$ cat config.mk
export PLATFORM = sky130hd
export DESIGN_NAME = mem_stage_lsu
export DESIGN_NICKNAME = d
export VERILOG_FILES = /design/src/rtl/mem_stage_lsu.sv
export SDC_FILE = /design/constraint.sdc
export NUM_CORES = 1
export LEC_CHECK = 0
export ABC_AREA = 1
export BUFFER_PORTS_ARGS = -buffer_cell sky130_fd_sc_hd__buf_2
export CORE_UTILIZATION = 45
export DETAILED_ROUTE_END_ITERATION = 12
export GPL_TIMING_DRIVEN = 0
export HOLD_SLACK_MARGIN = 0.08
export PLACE_DENSITY_LB_ADDON = 0.08
export SETUP_SLACK_MARGIN = 0.2
export SYNTH_ARGS = -nofsm -noshare
export SYNTH_HDL_FRONTEND = slang
export SYNTH_SLANG_ARGS = --single-unit
$ cat constraint.sdc
create_clock -name clk -period 1.9 [get_ports clk]
set_clock_uncertainty 0.15 [all_clocks]
set_input_delay 0.38 -clock clk [delete_from_list [all_inputs] [get_ports clk]]
set_output_delay 0.38 -clock clk [all_outputs]
set_load 0.02 [all_outputs]
$ cat src/rtl/mem_stage_lsu.sv
// MEM-stage load/store unit: EX/MEM request to req/ack data bus,
// load formatting, pipeline stall, misalign/illegal/timeout fault.
module mem_stage_lsu #(
  parameter int TIMEOUT = 255,
  parameter int CNT_W   = 8
) (
  input  logic        clk,
  input  logic        reset,
  input  logic        mr_in,
  input  logic        mw_in,
  input  logic [2:0]  funct3_in,
  input  logic [31:0] addr_in,
  input  logic [31:0] wdata_in,
  output logic        stall,
  output logic [31:0] load_data,
  output logic        load_valid,
  output logic        fault,
  output logic        mem_req,
  output logic        mem_we,
  output logic [31:0] mem_addr,
  output logic [31:0] mem_wdata,
  output logic [3:0]  mem_wstrb,
  input  logic        mem_ack,
  input  logic [31:0] mem_rdata
);

  typedef enum logic [1:0] {
    S_IDLE,
    S_WAIT,
    S_DONE
  } state_t;

  localparam bit TO_EN = (TIMEOUT != 0);
  localparam logic [CNT_W-1:0] TO_LAST =
    CNT_W'(TO_EN ? TIMEOUT - 1 : 0);

  state_t           state;
  state_t           state_nx;
  logic [CNT_W-1:0] cnt;
  logic             to_q;
  logic [2:0]       f3_q;
  logic [1:0]       off_q;

  logic        access;
  logic        bad;
  logic        go;
  logic        is_h;
  logic        is_w;
  logic        ill_ld;
  logic        ill_st;
  logic        to_hit;
  logic [31:0] st_data;
  logic [3:0]  st_strb;
  logic [7:0]  ld_b;
  logic [15:0] ld_h;
  logic [31:0] ld_fmt;

  assign access = mr_in | mw_in;
  assign is_h   = funct3_in[1:0] == 2'd1;
  assign is_w   = funct3_in[1:0] == 2'd2;
  assign ill_ld = mr_in & ((funct3_in[1:0] == 2'd3)
                | (funct3_in == 3'd6));
  assign ill_st = mw_in & (funct3_in[2]
                | (funct3_in[1:0] == 2'd3));
  assign bad    = (mr_in & mw_in) | ill_ld | ill_st
                | (is_h & addr_in[0])
                | (is_w & (|addr_in[1:0]));
  assign go     = access & ~bad;
  assign to_hit = TO_EN && (cnt == TO_LAST);

  always_comb begin
    st_data = wdata_in;
    st_strb = 4'b1111;
    case (funct3_in[1:0])
      2'd0: begin
        st_data = {4{wdata_in[7:0]}};
        st_strb = 4'b0001 << addr_in[1:0];
      end
      2'd1: begin
        st_data = {2{wdata_in[15:0]}};
        st_strb = addr_in[1] ? 4'b1100 : 4'b0011;
      end
      default: ;
    endcase
  end

  // Lane extraction uses the offset latched at issue, not addr_in.
  always_comb begin
    ld_b   = 8'(mem_rdata >> {off_q, 3'b000});
    ld_h   = off_q[1] ? mem_rdata[31:16] : mem_rdata[15:0];
    ld_fmt = mem_rdata;
    case (f3_q[1:0])
      2'd0: ld_fmt = {{24{ld_b[7] & ~f3_q[2]}}, ld_b};
      2'd1: ld_fmt = {{16{ld_h[15] & ~f3_q[2]}}, ld_h};
      default: ;
    endcase
  end

  always_ff @(posedge clk or negedge reset) begin
    if (!reset) state <= S_IDLE;
    else        state <= state_nx;
  end

  always_comb begin
    state_nx = state;
    stall    = 1'b0;
    fault    = 1'b0;
    case (state)
      S_IDLE: begin
        stall = go;
        fault = access & bad;
        if (go) state_nx = S_WAIT;
      end
      S_WAIT: begin
        stall = 1'b1;
        if (mem_ack || to_hit) state_nx = S_DONE;
      end
      S_DONE: begin
        fault    = to_q;
        state_nx = S_IDLE;
      end
      default: state_nx = S_IDLE;
    endcase
    if (!reset) begin
      stall = 1'b0;
      fault = 1'b0;
    end
  end

  always_ff @(posedge clk or negedge reset) begin
    if (!reset) begin
      mem_req    <= 1'b0;
      mem_we     <= 1'b0;
      mem_addr   <= '0;
      mem_wdata  <= '0;
      mem_wstrb  <= '0;
      load_data  <= '0;
      load_valid <= 1'b0;
      cnt        <= '0;
      to_q       <= 1'b0;
      f3_q       <= '0;
      off_q      <= '0;
    end else begin
      case (state)
        S_IDLE: begin
          if (go) begin
            mem_req   <= 1'b1;
            mem_we    <= mw_in;
            mem_addr  <= {addr_in[31:2], 2'b00};
            mem_wdata <= st_data;
            mem_wstrb <= mw_in ? st_strb : 4'b0000;
            f3_q      <= funct3_in;
            off_q     <= addr_in[1:0];
            cnt       <= '0;
          end
        end
        S_WAIT: begin
          // Ack takes priority over a timeout on the same edge.
          if (mem_ack || to_hit) begin
            mem_req   <= 1'b0;
            mem_we    <= 1'b0;
            mem_addr  <= '0;
            mem_wdata <= '0;
            mem_wstrb <= '0;
          end
          if (mem_ack) begin
            if (!mem_we) begin
              load_data  <= ld_fmt;
              load_valid <= 1'b1;
            end
          end else if (to_hit) begin
            load_data <= '0;
            to_q      <= 1'b1;
          end else begin
            cnt <= cnt + 1'b1;
          end
        end
        S_DONE: begin
          load_valid <= 1'b0;
          to_q       <= 1'b0;
        end
        default: ;
      endcase
    end
  end

endmodule

[Word-level counts from Yosys, hierarchy flattened]
Index checks and enable logic that the tools add are counted.
Word-level totals
  register bits: 119
  bits of input ports: 104
  logic and storage cells: 103
  output and inout port bits: 105
Operators by class
  mux-type cells: 39
  eq/ne operators: 16
  shifts and indexed selects: 2
  bitwise gates (word level): 18
  reductions and logical operators: 15
  $add $sub $neg: 1
Operators by type and width (count)
  32-bit case mux with 2 select lines: 4
  32-bit 2-to-1 mux: 6
  32-bit by 5-bit right shift with 8-bit output: 1
  8-bit 2-to-1 mux: 3
  16-bit 2-to-1 mux: 1
  4-bit 2-to-1 mux: 4
  2-bit inequality test (second input constant): 8
  4-bit case mux with 2 select lines: 2
  8-bit case mux with 2 select lines: 1
  1-bit case mux with 2 select lines: 6
  3-bit AND reduction: 4
  1-bit AND: 9
  1-bit 2-to-1 mux: 9
  8-bit by 1-bit adder with 8-bit output (second input constant): 1
  8-bit == test (second input constant): 1
  1-bit bitwise OR: 7
  2-bit by 1-bit == test with 1-bit output (second input constant): 3
  2-bit == test (second input constant): 3
  2-bit logical NOT: 3
  2-bit nonzero test: 3
  2-bit 2-to-1 mux: 2
  2-bit case mux with 2 select lines: 1
  2-bit AND reduction: 2
  4-bit AND reduction: 1
  other kinds (5): 6

[Logic depth before layout (Yosys ltp)]
  word-level depth: 11
  mapped depth: 11
  mapped depth without buffers: 9

[Least setup slack after synthesis]
OpenSTA, ideal clock, no wires.
  path type: flip-flop to output port
  start: register state[0]
  end: output stall
  buffers on the path: 1
  arrival: 1.544 ns
  setup slack: -0.174 ns
  cell stages (with the launch flop): 8
  required time: 1.370 ns
  cells stage by stage: dfrtp_1 > inv_1 > ha_1 > inv_1 > nor2_1 > nand4_2 > clkbuf_1 > a21oi_1
Between the ends
  longest elaborated chain between the ends: 3
  elaborated cells between the ends (all ways): 4
  those cells by class: eq/ne (1); mux (2); reduce/logical (1)
Ends and longest elaborated chain
  from (decl): RTL line 37  | state_t state;
  from (signal assigned): RTL line 101  | else state <= state_nx;
  2-bit by 1-bit == test with 1-bit output or 2-bit logical NOT (tied branches): RTL line 108  | case (state)
  1-bit case mux with 2 select lines (*): RTL line 108
  1-bit 2-to-1 mux (*): RTL line 124  | if (!reset) begin
  to (decl): RTL line 14  | output logic stall,
Every way passes the cells marked *; elsewhere a longest branch is shown, timed or not.

[Worst setup path after layout]
  start: register state[1]
  end: output stall
Same word-level chain as after synthesis.

==> metrics.yaml <==
cp-startpoint: "state[1]"
final_util: 0.658
crit_path_cell_trace: "inv_2 > ha_4 > inv_4 > nor2_4 > nand4_4 > buf_8 > a21oi_4 > buf_6"
timing.fmax_ghz: 0.443
synthArstFlopShare: 1.00
cts_tree: "built"
setup_ws_ns: -0.356
grtUsageTotal: 0.273
syn2layout_area_growth_pct: 43.1
placed_area_mm2: 0.00744
yosys_most_used_dff: "dfrtp_1"
rsz0062_at_grt: "true"
grt-ovfl-total: 0
worst_path_largest_cell_delay_ns: 0.39
diodes: 0
ys_warn_count: 0
ant_nets: 0
setup_tns_ns: -3.18
root_buffer: "clkbuf_16"
status: "finished, violations left"
drive_gt1_frac: 0.289
final.fill_count: 1217
synth-seq-cells: 117
setup_violations: 56
core_area_mm2: 0.0132
avgSynthCellArea_um2: 7.37
ir_drop_mv: 0.745
clock_latency_ns: 0.42
num_vias: 6404
hold_viol: 97
critPathMaxFanout: 3
cts_sinks: 117
grt_pass1_vias: 6125
fin_crit_sh: 1.19
cp.required_ns: 1.37
fp.dieW_um: 118
drc: 0
path_buf_inv: 4
cts_buffer_depth: 2
syn_area_mm2: 0.00609
cts-buffers-inserted: 17
hold_class: "primary input to async pin"
crit_slowest_cell: "dfrtp_1"
viasPerCell: 4.97
powerDensity_mw_per_mm2: 1770
stdcell_area_mm2: 0.00871
worst_pin_slew_ns: 0.636
ys_seq_area_frac: 0.481
first_pass_iters: 5
clkTransAtPathRegs_ns: 0.06
wl_per_cell_um: 14.4
pin_count: 209
drv_cap: 0
hpwl_mm: 12.9
cp-end-kind: "primary output"
path_class: "register to primary output"
slew_violations: 0
leakagePower_nw: 4.93
synth-edff-count: 0
start_util: 0.460
numPortBuffers: 205
r2r_start: "state[1]"
crit_arrival_ns: 1.73
post-route-min-period_ns: 2.26
antenna_found_initial: 0
grt_max_degree: 66
nets: 1209
relSlewSlack: 0.575
gp_congestion: 0.835
grt_pass1_wl_mm: 29.8
synth_cell_types: 30
finalWirelength_mm: 18.5
startpoint_type: "register"
critPathTopFamily: "buffers and inverters"
dieArea_mm2: 0.0140
synth_cells: 826
rows: 42
whs_ns: -0.330
violations: "negative hold slack, negative setup slack"
die_height_um: 118
htreeDepth: 4
first_iter_violations: 538
==> routing by layer <==
layer	global-route usage	vias up	wire, um
met5	0	-	0
met4	0.109	0	510
met3	0.0652	40	1250
met2	0.448	247	8720
met1	0.345	2956	8050
li1	-	3161	-
==> repair_timing <==
item | 4_1_cts | 5_1_grt
pin swaps | 5 | 2
endpoints found under the setup margin | 111 | 117
hold buffers | 31 | 3
endpoints found under the hold margin | 84 | 60
resized for setup | 39 | 9
cloned | 3 | 0
setup buffers | 10 | 0
==> power breakdown <==
group / internal (W) / switching (W)
combinational: 0.00303 / 0.00504
clock: 0.00197 / 0.00121
sequential: 0.00360 / 0.000568
==> synthesized netlist by cell type (2+ instances only) <==
cell / n / area share
a21oi_1: 29 / 0.024
buf_1: 2 / 0.0012
buf_2: 14 / 0.012
buf_4: 11 / 0.014
buf_6: 6 / 0.011
clkbuf_1: 12 / 0.0074
clkinv_1: 2 / 0.0012
dfrtp_1: 117 / 0.48
ha_1: 6 / 0.012
inv_1: 42 / 0.026
inv_2: 5 / 0.0031
nand2_1: 345 / 0.21
nand2_2: 5 / 0.0051
nand2_4: 2 / 0.0037
nand3_1: 113 / 0.093
nand3_2: 2 / 0.0033
nor2_1: 63 / 0.039
nor2_2: 3 / 0.0031
nor2_4: 2 / 0.0037
nor3_1: 5 / 0.0041
nor3b_1: 2 / 0.0025
o21ai_0: 23 / 0.019
o22ai_1: 8 / 0.0082
==> placed cells by master, fill, tap and decap left out, drive strengths merged <==
cell / netlist / final
ha: 6 / 6
bufinv: 0 / 2
nor3b: 2 / 2
inv: 47 / 49
o21ai: 23 / 23
o211ai: 1 / 1
nand3: 115 / 115
bufbuf: 0 / 3
a21oi: 29 / 29
o21bai: 1 / 1
nand4: 2 / 2
dfrtp: 117 / 117
nor3: 5 / 5
conb: 1 / 2
clkinvlp: 0 / 5
clkinv: 3 / 8
nand2: 352 / 352
buf: 33 / 249
nor2: 69 / 69
o22ai: 8 / 8
dlygate4sd3: 0 / 34
clkbuf: 12 / 30
==> final timing paths <==
kind / to / slack (ns) / cells past startpoint
max: stall / -0.36 / 8
min: load_data[11] / -0.33 / 1
max reg2reg: cnt[7] / -0.09 / 11
min reg2reg: mem_addr[31] / 0.31 / 2
max in group asynchronous: cnt[5] / 0.33 / 3
min in group clk: mem_addr[22] / 0.10 / 3
==> final cells by class <==
class | count | area (um2) | share of cell area
repair buffers | 253 | 1590 | 0.182
plain buffers | 45 | 382 | 0.0438
well taps | 176 | 220 | 0.0253
flip-flops and latches | 117 | 2930 | 0.336
clock buffers | 18 | 439 | 0.0504
clock inverters | 14 | 154 | 0.0177
multi-input cells | 615 | 2800 | 0.321
inverters | 50 | 203 | 0.0233
==> stage by stage <==
stage,power (W),setup slack [ns],cells,hold slack (ns)
floorplan,0.00901,0.123,827,-0.0656
global placement,0.0112,-1.99,1208,0.299
detailed placement,0.0113,-0.374,1209,0.216
CTS,0.0154,-0.371,1285,-0.272
global route,0.0165,-0.439,1288,-0.308
finish,0.0154,-0.356,1288,-0.330
==> cells by family after synthesis <==
| group | synth area share |
|---|---|
| simple gates | 0.376 |
| flops | 0.481 |
| other cells | 0.000616 |
| fa+ha+maj | 0.0123 |
| buf+inv | 0.0764 |
| compound gates | 0.0534 |
==> state kept, by name, indices dropped and copies added, names as in the netlist, 2 cells and up <==
name	flops
mem_wstrb	4
cnt	8
mem_addr	30
state	2
f3_q	3
load_data	32
off_q	2
mem_wdata	32
Power figures use the tool's default switching activity.
